[src/rtl/fetch_queue_pkg.sv]
// fetch_queue_pkg: shared constants and types for the instruction fetch stage.
//
// Contents:
//   INSTR_W / OPCODE_W / OPCODE_LSB  instruction word and opcode field geometry
//   PC_STEP                          sequential fetch increment
//   DEFAULT_DEPTH / DEFAULT_MAX_OUTST default queue depth and request credit
//   fetchEntry_t                     one buffered instruction {pc, instr}
package fetch_queue_pkg;

    localparam int unsigned INSTR_W    = 32;
    localparam int unsigned OPCODE_W   = 7;
    localparam int unsigned OPCODE_LSB = 0;

    localparam logic [31:0] PC_STEP = 32'd4;

    localparam int unsigned DEFAULT_DEPTH     = 4;
    localparam int unsigned DEFAULT_MAX_OUTST = 2;

    typedef struct packed {
        logic [31:0]        pc;
        logic [INSTR_W-1:0] instr;
    } fetchEntry_t;

endpackage

[src/rtl/fetch_queue_fifo.sv]
// fetch_queue_fifo: small synchronous FIFO used for the instruction queue and
// for the in-flight PC shadow of the fetch stage.
//
// Ports:
//   clock, reset      rising-edge clock, asynchronous active-low reset
//   push, pushData    write one entry (ignored when full unless popping too)
//   pop               remove the head entry (ignored when empty)
//   clear             synchronous flush; overrides push and pop that cycle
//   headData          current head entry (storage is zeroed by reset)
//   full, empty       occupancy flags
//   count             number of valid entries
module fetch_queue_fifo
    import fetch_queue_pkg::*;
#(
    parameter int unsigned WIDTH = 32,
    parameter int unsigned DEPTH = 4
) (
    input  logic                       clock,
    input  logic                       reset,
    input  logic                       push,
    input  logic [WIDTH-1:0]           pushData,
    input  logic                       pop,
    input  logic                       clear,
    output logic [WIDTH-1:0]           headData,
    output logic                       full,
    output logic                       empty,
    output logic [$clog2(DEPTH+1)-1:0] count
);

    localparam int unsigned AW = (DEPTH > 1) ? $clog2(DEPTH) : 1;
    localparam int unsigned CW = $clog2(DEPTH + 1);
    localparam logic [AW-1:0] LAST = AW'(DEPTH - 1);

    logic [WIDTH-1:0] mem [DEPTH];
    logic [AW-1:0]    rdPtr;
    logic [AW-1:0]    wrPtr;
    logic             doPush;
    logic             doPop;

    assign full     = (count == CW'(DEPTH));
    assign empty    = (count == '0);
    assign doPop    = pop && !empty && !clear;
    // A full FIFO still accepts a write when the head leaves in the same cycle.
    assign doPush   = push && (!full || doPop) && !clear;
    assign headData = mem[rdPtr];

    always_ff @(posedge clock or negedge reset) begin
        if (!reset) begin
            rdPtr <= '0;
            wrPtr <= '0;
            count <= '0;
            for (int unsigned i = 0; i < DEPTH; i++) begin
                mem[i] <= '0;
            end
        end else if (clear) begin
            rdPtr <= '0;
            wrPtr <= '0;
            count <= '0;
        end else begin
            if (doPush) begin
                mem[wrPtr] <= pushData;
                wrPtr      <= (wrPtr == LAST) ? '0 : wrPtr + AW'(1);
            end
            if (doPop) begin
                rdPtr <= (rdPtr == LAST) ? '0 : rdPtr + AW'(1);
            end
            count <= count + CW'(doPush) - CW'(doPop);
        end
    end

endmodule

[src/rtl/fetch_queue.sv]
// fetch_queue: instruction fetch stage. Issues sequential word-aligned fetches
// to instruction memory, buffers returned words in an in-order queue and hands
// them to ID under a valid/ready handshake. Redirects from EX flush the queue
// and mark every still-outstanding request as stale so its response is dropped.
//
// Optional feature: define FETCH_BYPASS_EN to let a response reach ID in the
// cycle it arrives when nothing is buffered ahead of it.
//
// Ports:
//   clock, reset                 rising-edge clock, asynchronous active-low reset
//   imem_req, imem_addr          fetch request and its word address
//   imem_ready                   memory accepts the request this cycle
//   imem_rvalid, imem_rdata      in-order response from memory
//   redirect_valid, redirect_pc  control-flow change from EX
//   id_valid, id_ready           handshake towards the decoder
//   id_instr, id_pc, id_opcode   instruction word, its address, opcode field
module fetch_queue
    import fetch_queue_pkg::*;
#(
    parameter int unsigned DEPTH     = DEFAULT_DEPTH,
    parameter int unsigned MAX_OUTST = DEFAULT_MAX_OUTST,
    parameter logic [31:0] RESET_PC  = 32'h0000_0000
) (
    input  logic                clock,
    input  logic                reset,
    output logic                imem_req,
    output logic [31:0]         imem_addr,
    input  logic                imem_ready,
    input  logic                imem_rvalid,
    input  logic [INSTR_W-1:0]  imem_rdata,
    input  logic                redirect_valid,
    input  logic [31:0]         redirect_pc,
    output logic                id_valid,
    input  logic                id_ready,
    output logic [INSTR_W-1:0]  id_instr,
    output logic [31:0]         id_pc,
    output logic [OPCODE_W-1:0] id_opcode
);

    localparam int unsigned QCW = $clog2(DEPTH + 1);
    localparam int unsigned SCW = $clog2(MAX_OUTST + 1);
    localparam int unsigned OCW = $clog2(MAX_OUTST + 1);

    // Fetch state
    logic [31:0]    fetchPc;
    logic [OCW-1:0] outst;
    logic [OCW-1:0] dropCnt;
    logic [OCW-1:0] outstAfterResp;
    logic [OCW-1:0] outstNext;

    // Control
    logic issued;
    logic creditOk;
    logic respKeep;
    logic bypass;

    // Instruction queue
    logic            qPush;
    logic            qPop;
    logic            qEmpty;
    logic [QCW-1:0]  qCount;
    fetchEntry_t     qIn;
    fetchEntry_t     qHead;

    // PC shadow of in-flight requests
    logic [31:0]     sHead;

    logic            unusedQFull;
    logic            unusedSFull;
    logic            unusedSEmpty;
    logic [SCW-1:0]  unusedSCount;
    logic [1:0]      unusedPcLsb;

    assign unusedPcLsb = redirect_pc[1:0];

    // Buffered plus in-flight words never exceed the queue, so every response
    // always has a slot waiting for it.
    assign creditOk = ((32'(qCount) + 32'(outst)) < DEPTH) && (32'(outst) < MAX_OUTST);

    // Gated by the reset level so the request drops the moment reset asserts.
    assign imem_req  = reset && !redirect_valid && creditOk;
    assign imem_addr = fetchPc;
    assign issued    = imem_req && imem_ready;

    assign respKeep = imem_rvalid && (dropCnt == '0) && !redirect_valid;

`ifdef FETCH_BYPASS_EN
    assign bypass = respKeep && qEmpty;
    assign qPush  = respKeep && !(bypass && id_ready);
`else
    assign bypass = 1'b0;
    assign qPush  = respKeep;
`endif

    assign qIn.pc    = sHead;
    assign qIn.instr = imem_rdata;

    assign id_valid  = reset && !redirect_valid && (!qEmpty || bypass);
    assign id_instr  = bypass ? imem_rdata : qHead.instr;
    assign id_pc     = bypass ? sHead : qHead.pc;
    assign id_opcode = id_instr[OPCODE_LSB +: OPCODE_W];

    // A bypassed word never occupies the queue, so only buffered heads pop.
    assign qPop = id_valid && id_ready && !qEmpty;

    assign outstAfterResp = outst - OCW'(imem_rvalid);
    assign outstNext      = outstAfterResp + OCW'(issued);

    always_ff @(posedge clock or negedge reset) begin
        if (!reset) begin
            fetchPc <= RESET_PC;
            outst   <= '0;
            dropCnt <= '0;
        end else begin
            outst <= outstNext;
            if (redirect_valid) begin
                fetchPc <= {redirect_pc[31:2], 2'b00};
                // Everything still in flight after this cycle's response is stale.
                dropCnt <= outstAfterResp;
            end else begin
                if (issued) begin
                    fetchPc <= fetchPc + PC_STEP;
                end
                if (imem_rvalid && (dropCnt != '0)) begin
                    dropCnt <= dropCnt - OCW'(1);
                end
            end
        end
    end

    fetch_queue_fifo #(
        .WIDTH ($bits(fetchEntry_t)),
        .DEPTH (DEPTH)
    ) u_instr_queue (
        .clock    (clock),
        .reset    (reset),
        .push     (qPush),
        .pushData (qIn),
        .pop      (qPop),
        .clear    (redirect_valid),
        .headData (qHead),
        .full     (unusedQFull),
        .empty    (qEmpty),
        .count    (qCount)
    );

    // Not cleared on redirect: stale requests are still owed a response.
    fetch_queue_fifo #(
        .WIDTH (32),
        .DEPTH (MAX_OUTST)
    ) u_pc_shadow (
        .clock    (clock),
        .reset    (reset),
        .push     (issued),
        .pushData (fetchPc),
        .pop      (imem_rvalid),
        .clear    (1'b0),
        .headData (sHead),
        .full     (unusedSFull),
        .empty    (unusedSEmpty),
        .count    (unusedSCount)
    );

endmodule

[config.mk]
export PLATFORM = sky130hd
export DESIGN_NAME = fetch_queue
export DESIGN_NICKNAME = d
export VERILOG_FILES = /design/src/rtl/fetch_queue_pkg.sv /design/src/rtl/fetch_queue_fifo.sv /design/src/rtl/fetch_queue.sv
export SDC_FILE = /design/constraint.sdc
export NUM_CORES = 1
export LEC_CHECK = 0
export CORE_ASPECT_RATIO = 1.1
export CORE_MARGIN = 2
export CORE_UTILIZATION = 50
export CTS_CLUSTER_DIAMETER = 80
export DETAILED_ROUTE_END_ITERATION = 8
export GPL_ROUTABILITY_DRIVEN = 0
export PLACE_DENSITY = 0.69
export SLEW_MARGIN = 0
export SYNTH_ARGS = -nofsm -noshare
export SYNTH_HDL_FRONTEND = slang
export SYNTH_SLANG_ARGS = --single-unit
[constraint.sdc]
create_clock -name clock -period 5.8 [get_ports clock]
set_clock_uncertainty 0.15 [all_clocks]
set_input_delay 1.16 -clock clock [delete_from_list [all_inputs] [get_ports clock]]
set_output_delay 1.16 -clock clock [all_outputs]
set_load 0.02 [all_outputs]
; Word-level counts from Yosys, hierarchy flattened
; Index checks and enable logic that the tools add are counted.
[op_classes]
magnitude_cmp = 8
mux = 25
eq_ne = 4
addsub = 13
reduce_logical = 34
bitwise_logic = 5
[op_table]
columns = op, n
row1 = $bwmux 256, 1
row2 = $mux 32, 6
row3 = $mux 64, 3
row4 = $bmux 64 s2, 1
row5 = $demux 64 s2, 1
row6 = $bwmux 64, 1
row7 = $add 32x3->32 const B, 1
row8 = $demux 32 s1, 1
row9 = $logic_and 1x1->1, 18
row10 = $mux 2, 8
row11 = $reduce_bool 2->1, 5
row12 = $eq 2x2->1 const B, 3
row13 = $ge 3x3->1 const B, 2
row14 = $not 2->3, 2
row15 = $logic_not 1->1, 5
row16 = $add 2x1->2, 2
row17 = $add 2x1->2 const B, 2
row18 = $add 3x2->4, 1
row19 = $ge 2x2->1 const B, 2
row20 = $logic_not 2->1, 2
row21 = $lt 4x3->1 const B, 1
row22 = $not 1->2, 2
row23 = $sub 2x1->2, 2
row24 = $add 3x1->3, 1
row25 = 13 further kinds, 16
[word_totals]
in_bits = 70
reg_bits = 367
wordCells = 104
output_inout_bits = 105

; Logic depth before layout (Yosys ltp)
; Gate-level depths: netlist of the first run.
[logic_depth]
ltp_word = 13
depth_mapped = 10
ltp_nobuf = 9

; Cells and area by module
; A second synthesis of the first run with hierarchy kept.
[hier_totals]
cells_unflattened = 1116
area_unflattened_um2 = 18023.5
[modules_own_cells]
columns = module, cells_each, area_per_inst_um2, seq_area_each_um2, instances
row1 = fetch_queue_fifo at u_instr_queue, 666, 12751.0, 6581.3, 1
row2 = fetch_queue_fifo at u_pc_shadow, 197, 3114.2, 1701.6, 1
row3 = fetch_queue, 253, 2158.3, 850.8, 1

; Least setup slack after synthesis of the first run
; No wires, ideal clock.
[synth_timing]
path_type = input-to-output
from = in redirect_valid
to = out imem_req
slack_ps = 2623
arrival_time_ps = 1867
n_path_buf = 1
cell_stages = 3
required_time_ps = 4490
cell_sequence = clkbuf_1 nor2b_1 and3_1
[synth_via]
elab_chain_cells = 3
[synth_rtl]
columns = item, line_no
row1 = start: declaration, fetch_queue.sv:31  ; input logic redirect_valid,
row2 = $logic_not 1->1, fetch_queue.sv:81  ; assign imem_req = reset && !redirect_valid && creditOk;
row3 = $logic_and 1x1->1 (2 in a row), fetch_queue.sv:81
row4 = end: declaration, fetch_queue.sv:26  ; output logic imem_req,
; Every way passes these cells.

; Worst setup path after layout of the first run
[layout_timing]
from = reg u_instr_queue.rdPtr[0]
to = out id_instr[20]
[layout_via]
elab_chain_cells = 4
[layout_rtl]
columns = item, line_no
row1 = start: declaration, fetch_queue_fifo.sv:35  ; logic [AW-1:0] rdPtr;
row2 = start signal: assignment, fetch_queue_fifo.sv:65  ; rdPtr <= (rdPtr == LAST) ? '0 : rdPtr + AW'(1);
row3 = $not 2->3 (implied by the code), fetch_queue_fifo.sv:45  ; assign headData = mem[rdPtr];
row4 = $bmux 64 s2, fetch_queue_fifo.sv:45
row5 = $mux 64 (implied by the code) (2 in a row), fetch_queue_fifo.sv:45
row6 = end: declaration, fetch_queue.sv:35  ; output logic [INSTR_W-1:0] id_instr,
; Every way passes these cells. The select of a mux whose other input is x is not followed.

==> results by group, run 1 <==
Setup path
  – Count of buffer and inverter cells on the critical path: 2
  – R2R Path End: u_pc_shadow.mem[6]
  – Register-to-register setup slack: 2.70 ns
  – Cell type group with the largest total delay on the critical path: flip-flops
  – Worst reg2reg path depth: 8
  – Cell with the largest stage delay on the worst path: dfrtp_4
  – Cells along the critical path: buf_12, mux4_2, clkdlybuf4s50_1
  – Startpoint type of the worst setup path: flip-flop
  – Arrival @ worst endpoint: 2.97 ns
  – Crit path max fanout: 36
  – Kind of critical path: reg2out
  – Slowest cell delay on critical path: 0.94 ns
  – Worst setup path startpoint: u_instr_queue.rdPtr[0]
  – Crit. End Element: primary output
  – Reg-to-reg startpoint: u_instr_queue.count[1]
  – Data required, critical path: 4.49 ns

Hold path
  – Worst-case hold path end point: u_pc_shadow.rdPtr
  – Hold Crit Depth: 1
  – Startpoint of the tightest hold check path: u_pc_shadow.rdPtr
  – Worst min-delay path class: reg2reg

Clock network
  – Post-CTS setup buffer count: 0
  – CTS sink count: 353
  – H-Tree Depth: 2
  – Inserted Clock Buffers: 39
  – Number of gates resized after CTS: 0
  – Clock latency reported for the late side of the worst-skew pair: 0.52 ns
  – TritonCTS clock tree: built
  – Maximum root-to-sink buffer count: 3
  – CTS hold repair buffers: 0
  – Clk slew on worst S/H paths: 0.06 ns
  – Cell at the root of the clock tree: clkbuf_16

Yosys
  – Post-synth ARST share: 1.00
  – List of most frequent post-synthesis cells: dfrtp_1 (353), mux2_2 (190), nor2_1 (135)
  – Fraction of post-synthesis cell area in the top cell type by area: 0.558
  – Library cell occupying the most area in the post-synthesis netlist: dfrtp_1
  – Mean area per synthesized cell: 12.9 um2
  – Synthesis-stage register bit count: 353
  – Post-synthesis instance area: 0.0158 mm2
  – Number of synthesized flops with an enable pin: 0
  – Number of distinct library cell variants in the gate-level netlist after synthesis: 53
  – Top-count cell post-synth: dfrtp_1
  – Synthesized instance count: 1228
  – Top FF cell, synth: dfrtp_1
  – Number of warning messages in the yosys log: 0
  – Part of the Yosys area used for sequential elements: 0.558
  – Main area contributors after synthesis: dfrtp_1 (56%), mux2_2 (14%), mux4_2 (8.8%), a21oi_1 (3.9%), nor2_1 (3.2%)

Floorplan
  – Initial Utilization: 0.506
  – Total Die Area: 0.0331 mm2
  – Total number of placement rows: 68
  – Die width: 174 um
  – Top Ports: 175
  – DIE HEIGHT: 191 um
  – Core region area: 0.0313 mm2

Timing
  – Count of final setup violators: 0
  – Crit path time final: 4.28 ns
  – Post-route setup TNS: 0 ns
  – Number of hold-slack violations in the final timing report: 0
  – Final max-slew violation count: 0
  – Post-route clock period utilization: 0.738
  – Pin slew with the least headroom to its limit: 0.996 ns
  – Normalized max-slew margin: 0.336
  – Unrepaired setup endpoints after global routing: false
  – Maximum frequency from static timing analysis: 234 MHz

Layout
  – Antenna fix cells: 0
  – Area growth from synthesis to layout: 21.5%
  – Number of nets in the layout: 1446
  – Share of layout cells above drive strength 1: 0.247

Detailed routing
  – Final wirelength: 34100 um
  – Number of nets with antenna violations after routing: 0
  – Number of design rule violations left after detail routing: 0
  – Via-per-instance ratio: 5.71
  – 1st-pass router iterations: 5
  – Starting DRT DRC Count: 554
  – Average wire per standard cell: 18.9 um
  – Vias: 10.3k

Power and ir drop
  – Worst-case vdd ir drop: 0.196 mV
  – Total power per unit cell area: 474 mW/mm2
  – Pleak: 8.38 nW
  – Total Power: 9.12 mW

Run
  – # Max-Cap Violations: 0

Global routing
  – Maximum number of pins on one net before global-route repair: 93
  – First-pass GRT wire length: 55300 um
  – Total routing resource utilization after global routing: 0.208
  – Initial antenna violation count: 0
  – Vias in the first global route: 10.6k
  – Remaining Overflow, GRT: 0

Status
  – Status: finished, final reports clean

Placed design
  – Count of input and output buffers: 168
  – Half-perimeter wire length after placement: 21300 um
worst max-delay path by stage:
stage | endpoint | cells after the start
after detailed placement | imem_req | 4
after CTS | id_instr[15] | 3
after floorplan | imem_req | 3
after global routing | id_opcode[1] | 3
after global placement | imem_req | 4
final | id_instr[20] | 3
power by group:
part	internal [mW]	total (mW)	switching (mW)
Sequential	3.22	3.67	0.444
Clock	1.64	2.61	0.971
Combinational	1.49	2.85	1.36
Total	6.35	9.12	2.77
metrics by stage:
step / cell area [um2] / utilization / setup slack, ns / hold WS [ns] / instances
after global routing: 19200 / 0.614 / 1.35 / 0.350 / 1810
after CTS: 19200 / 0.614 / 1.41 / 0.339 / 1810
after detailed placement: 17900 / 0.571 / 1.66 / 0.327 / 1741
after global placement: 17900 / 0.571 / 1.69 / 0.309 / 1741
after floorplan: 15800 / - / 2.62 / 0.310 / 1231
final: 19200 / 0.614 / 1.52 / 0.336 / 1810
placed cells by master, fill, tap and decap left out, types with 5 or more instances in the layout:
| cell type | Yosys | layout |
|---|---|---|
| clkbuf_8 | 0 | 8 |
| a31oi_1 | 6 | 6 |
| buf_12 | 0 | 5 |
| mux2_2 | 190 | 190 |
| o211ai_1 | 7 | 7 |
| a22oi_1 | 5 | 5 |
| clkbuf_1 | 31 | 9 |
| buf_4 | 11 | 14 |
| o31ai_1 | 5 | 5 |
| mux4_2 | 62 | 62 |
| and3_1 | 6 | 6 |
| nand2_1 | 29 | 29 |
| nand3_1 | 21 | 21 |
| clkdlybuf4s50_1 | 0 | 167 |
| nor2_1 | 135 | 135 |
| mux2i_1 | 34 | 34 |
| dfrtp_1 | 353 | 351 |
| xnor2_1 | 7 | 7 |
| nand4_1 | 12 | 12 |
| o21ai_0 | 7 | 7 |
| nor4_1 | 8 | 8 |
| a221o_1 | 8 | 8 |
| inv_1 | 23 | 23 |
| a21oi_1 | 124 | 124 |
| or4_1 | 10 | 10 |
| nor3_1 | 7 | 6 |
| or3_1 | 6 | 6 |
| bufinv_16 | 0 | 6 |
| ha_1 | 13 | 13 |
| clkbuf_16 | 0 | 40 |
cell families (layout without fill, tap and decap cells):
kind of cell / count (synthesis) / count (layout) / synth area share
simple gates: 256 / 256 / 0.0758
mux: 286 / 286 / 0.245
fa+ha+maj: 14 / 14 / 0.0115
other cells: 1 / 4 / 0.000237
compound gates: 186 / 186 / 0.0693
xor+xnor: 11 / 11 / 0.00608
buf+inv: 121 / 280 / 0.0346
flops: 353 / 353 / 0.558
routing by layer:
| metal | vias up | share of wire | wire, um | GRT usage |
|---|---|---|---|---|
| li1 | 4711 | - | - | - |
| met1 | 5278 | 0.44 | 15000 | 0.281 |
| met2 | 291 | 0.49 | 16800 | 0.353 |
| met3 | 53 | 0.044 | 1520 | 0.0297 |
| met4 | 0 | 0.022 | 746 | 0.0663 |
| met5 | - | 0 | 0 | 0 |
worst register-to-register path: stages (launching register included):
cell      delay (ns)
dfrtp_1         0.44
ha_1            0.31
nand3_1         0.10
nand4_1         0.11
buf_4           0.36
inv_1           0.48
nand3b_1        0.22
buf_4           0.41
mux2_2          0.41
layout make-up:
class	instances	area [um2]
Fill cell	2519	12100
Sequential cell	353	8840
Multi-Input combinational cell	757	6520
Timing Repair Buffer	187	1890
Clock buffer	57	1140
Tap cell	420	526
Clock inverter	12	225
Inverter	24	90.1
sequential cells by signal, summed over array words and instances, names as in the netlist:
signal / cells
outst: 2
u_pc_shadow.rdPtr: 1
u_instr_queue.rdPtr: 2
u_pc_shadow.count: 2
dropCnt: 2
u_instr_queue.count: 3
u_instr_queue.wrPtr: 2
u_pc_shadow.wrPtr: 1
imem_addr: 30
u_pc_shadow.mem: 60
u_instr_queue.mem: 248
(Power assumes the default switching activity.)
==> run 2: changes to the inputs <==
- PLACE_DENSITY: 0.69 -> 0.72
- clock period: 5.8 -> 3.65 ns (I/O delays scaled with it)
==> run 2 against run 1 <==
  * Worst hold slack worse by 0.042 ns
  * Clock power rose by 58%
  * Clock-buffer cell count increased by 5
  * First-iteration DRC count is 4.9% lower
  * Sequential power is 58% higher
  * Power grew 59%
  * Register-to-register slack lost 1.7 ns
  * Utilization rose by 0.26 points
  * Highest routed layer unchanged
==> results by group, run 2 (same netlist as run 1, synthesis figures left out) <==
Status
  – Status: finished, final reports clean

Setup path
  – Arrival @ worst endpoint: 2.57 ns (-0.40 ns)
  – Crit path max fanout: 24 (-33%)
  – Kind of critical path: reg2out
  – Startpoint type of the worst setup path: flip-flop
  – Data required, critical path: 2.77 ns (-1.72 ns)
  – Crit. End Element: primary output
  – Slowest cell delay on critical path: 0.59 ns (-0.35 ns)
  – Cell with the largest stage delay on the worst path: mux4_2
  – Cells along the critical path: buf_4, mux4_2, clkdlybuf4s50_1

Power and ir drop
  – Int Pwr: 10.1 mW (+59%)
  – Fraction of power spent switching nets: 0.305 (+0.00104)
  – Total Power: 14.5 mW (+59%)
  – Pleak: 8.43 nW (+0.54%)
  – Total power per unit cell area: 751 mW/mm2 (+58%)
  – Sequential Power Share: 0.401 (about the same)
  – Switching power: 4.43 mW (+60%)
  – Clock network fraction of design power: 0.284 (-0.002)
  – Worst-case vdd ir drop: 0.354 mV (+80%)
  – Logic gate share of total power: 0.315 (+0.003)

Floorplan
  – Top Ports: 175 (unchanged)
  – Die width: 174 um (unchanged)
  – Total number of placement rows: 68 (unchanged)
  – Core region area: 0.0313 mm2 (unchanged)
  – Initial Utilization: 0.506 (unchanged)
  – DIE HEIGHT: 191 um (unchanged)
  – Total Die Area: 0.0331 mm2 (unchanged)

Clock network
  – Clock latency reported for the late side of the worst-skew pair: 0.52 ns (about the same)
  – CTS hold repair buffers: 0 (unchanged)
  – CTS sink count: 353 (unchanged)
  – Inserted Clock Buffers: 39 (unchanged)
  – Cell at the root of the clock tree: clkbuf_16
  – Maximum root-to-sink buffer count: 3 (unchanged)
  – Number of gates resized after CTS: 0 (unchanged)
  – TritonCTS clock tree: built
  – Clk slew on worst S/H paths: 0.06 ns (about the same)
  – H-Tree Depth: 2 (unchanged)
  – Post-CTS setup buffer count: 0 (unchanged)

Detailed routing
  – 1st-pass router iterations: 7 (+2)
  – Starting DRT DRC Count: 527 (-4.9%)
  – Via-per-instance ratio: 5.64 (-1.2%)
  – Final wirelength: 33800 um (-1.0%)
  – Number of nets with antenna violations after routing: 0 (unchanged)
  – Number of design rule violations left after detail routing: 0 (unchanged)
  – Average wire per standard cell: 18.6 um (-1.6%)
  – Vias: 10.3k (-0.69%)

Global routing
  – Maximum number of pins on one net before global-route repair: 93 (unchanged)
  – Vias in the first global route: 10.6k (+0.44%)
  – First-pass GRT wire length: 55700 um (+0.67%)
  – Initial antenna violation count: 0 (unchanged)
  – Remaining Overflow, GRT: 0 (unchanged)
  – Total routing resource utilization after global routing: 0.208 (about the same)

Placed design
  – Half-perimeter wire length after placement: 21000 um (-1.2%)
  – Count of input and output buffers: 168 (unchanged)
  – Number of placed instances, taps included: 1749 (+0.46%)
  – Setup slack at placement: 0.211 ns (-1.45 ns)
  – Cell Area, Placed: 0.0179 mm2 (+0.41%)

Timing
  – Number of hold-slack violations in the final timing report: 0 (unchanged)
  – Normalized max-slew margin: 0.346 (+0.00942)
  – Unrepaired setup endpoints after global routing: false
  – Post-route setup TNS: 0 ns (unchanged)
  – Count of final setup violators: 0 (unchanged)
  – Pin slew with the least headroom to its limit: 0.981 ns (-0.0141 ns)
  – Maximum frequency from static timing analysis: 290 MHz
  – Worst hold slack after final layout: 0.294 ns (-0.0416 ns)
  – Final max-slew violation count: 0 (unchanged)
  – Setup ws final: 0.203 ns (-1.32 ns)
  – Post-route clock period utilization: 0.944
  – Crit path time final: 3.45 ns

Layout
  – Most frequent standard cell in the layout excluding fill and tap cells: dfrtp_1
  – Area growth from synthesis to layout: 22.0%
  – Flip-flop count of the largest register, all copies and words added: 248 (unchanged)
  – Core Util, Final: 0.617 (+0.00264)
  – Antenna fix cells: 0 (unchanged)
  – Number of cells in the finished layout apart from fillers: 1820 (+0.55%)
  – Number of filler instances in the final layout: 2494 (-0.99%)
  – Most frequent cells in the layout: dfrtp_1 (351), mux2_2 (190), clkdlybuf4s50_1 (167)
  – Largest register by flop count: u_instr_queue.mem
  – Number of nets in the layout: 1454 (+0.55%)
  – Final design instance area without fill: 0.0193 mm2 (+0.43%)
  – Area of the multi-input gates: 0.00652 mm2 (unchanged)
  – Area of all sequential standard cells: 0.00884 mm2 (unchanged)
  – Share of layout cells above drive strength 1: 0.252 (+0.00538)

Hold path
  – Worst min-delay path class: in2async

Run
  – # Max-Cap Violations: 0 (unchanged)
## run 2: cell types whose count changed in the layout (fill, tap and decap cells not counted), sizes merged
cell      before  now
clkbuf        57   62
buf           20   28
clkinvlp       0    1
bufinv         6    4
clkinv         6    4
## run 2: power by group through the flow
| stage | registers (mW) | clock network (mW) | logic (mW) |
|---|---|---|---|
| 3_3_place_gp | 5.81 | 0 | 4.49 |
| 6_report | 5.81 | 4.12 | 4.57 |
| 5_1_grt | 5.98 | 4.38 | 4.95 |
| 3_5_place_dp | 5.88 | 0 | 4.60 |
| 2_1_floorplan | 5.68 | 0 | 3.03 |
| 4_1_cts | 5.82 | 4.22 | 4.63 |
## run 2: layer usage
metal	vias to the layer above	routed length [um]	global-route usage
met5	-	0	0
met2	257	16300	0.348
met4	0	633	0.0520
met3	47	1550	0.0325
met1	5239	15300	0.288
li1	4719	-	-
## run 2: layout make-up
cell class | instances | area share
inverter | 24 | 0.00466
clock inverter | 9 | 0.00803
timing repair buffer | 195 | 0.102
multi-input combinational | 757 | 0.338
sequential | 353 | 0.457
tap | 420 | 0.0272
clock buffer | 62 | 0.0634
## run 2: worst max-delay path: cells and delay by family, from the launching register on
family,cells,cell delay (ns)
buf+inv,2,1.02
flops,1,0.42
mux,1,0.59
## run 2: worst paths after layout
check,start,slack (ns),to,cells past startpoint
worst max-delay path,u_instr_queue.rdPtr[0],0.20,id_instr[5],3
max in group asynchronous,reset,1.51,u_instr_queue.mem[221],3
worst min register to register,u_pc_shadow.rdPtr,0.32,u_pc_shadow.rdPtr,1
min in group clock,u_pc_shadow.rdPtr,0.32,u_pc_shadow.rdPtr,1
worst min-delay path,reset,0.29,dropCnt[0],2
worst max register to register,u_instr_queue.count[2],1.03,u_instr_queue.count[2],9
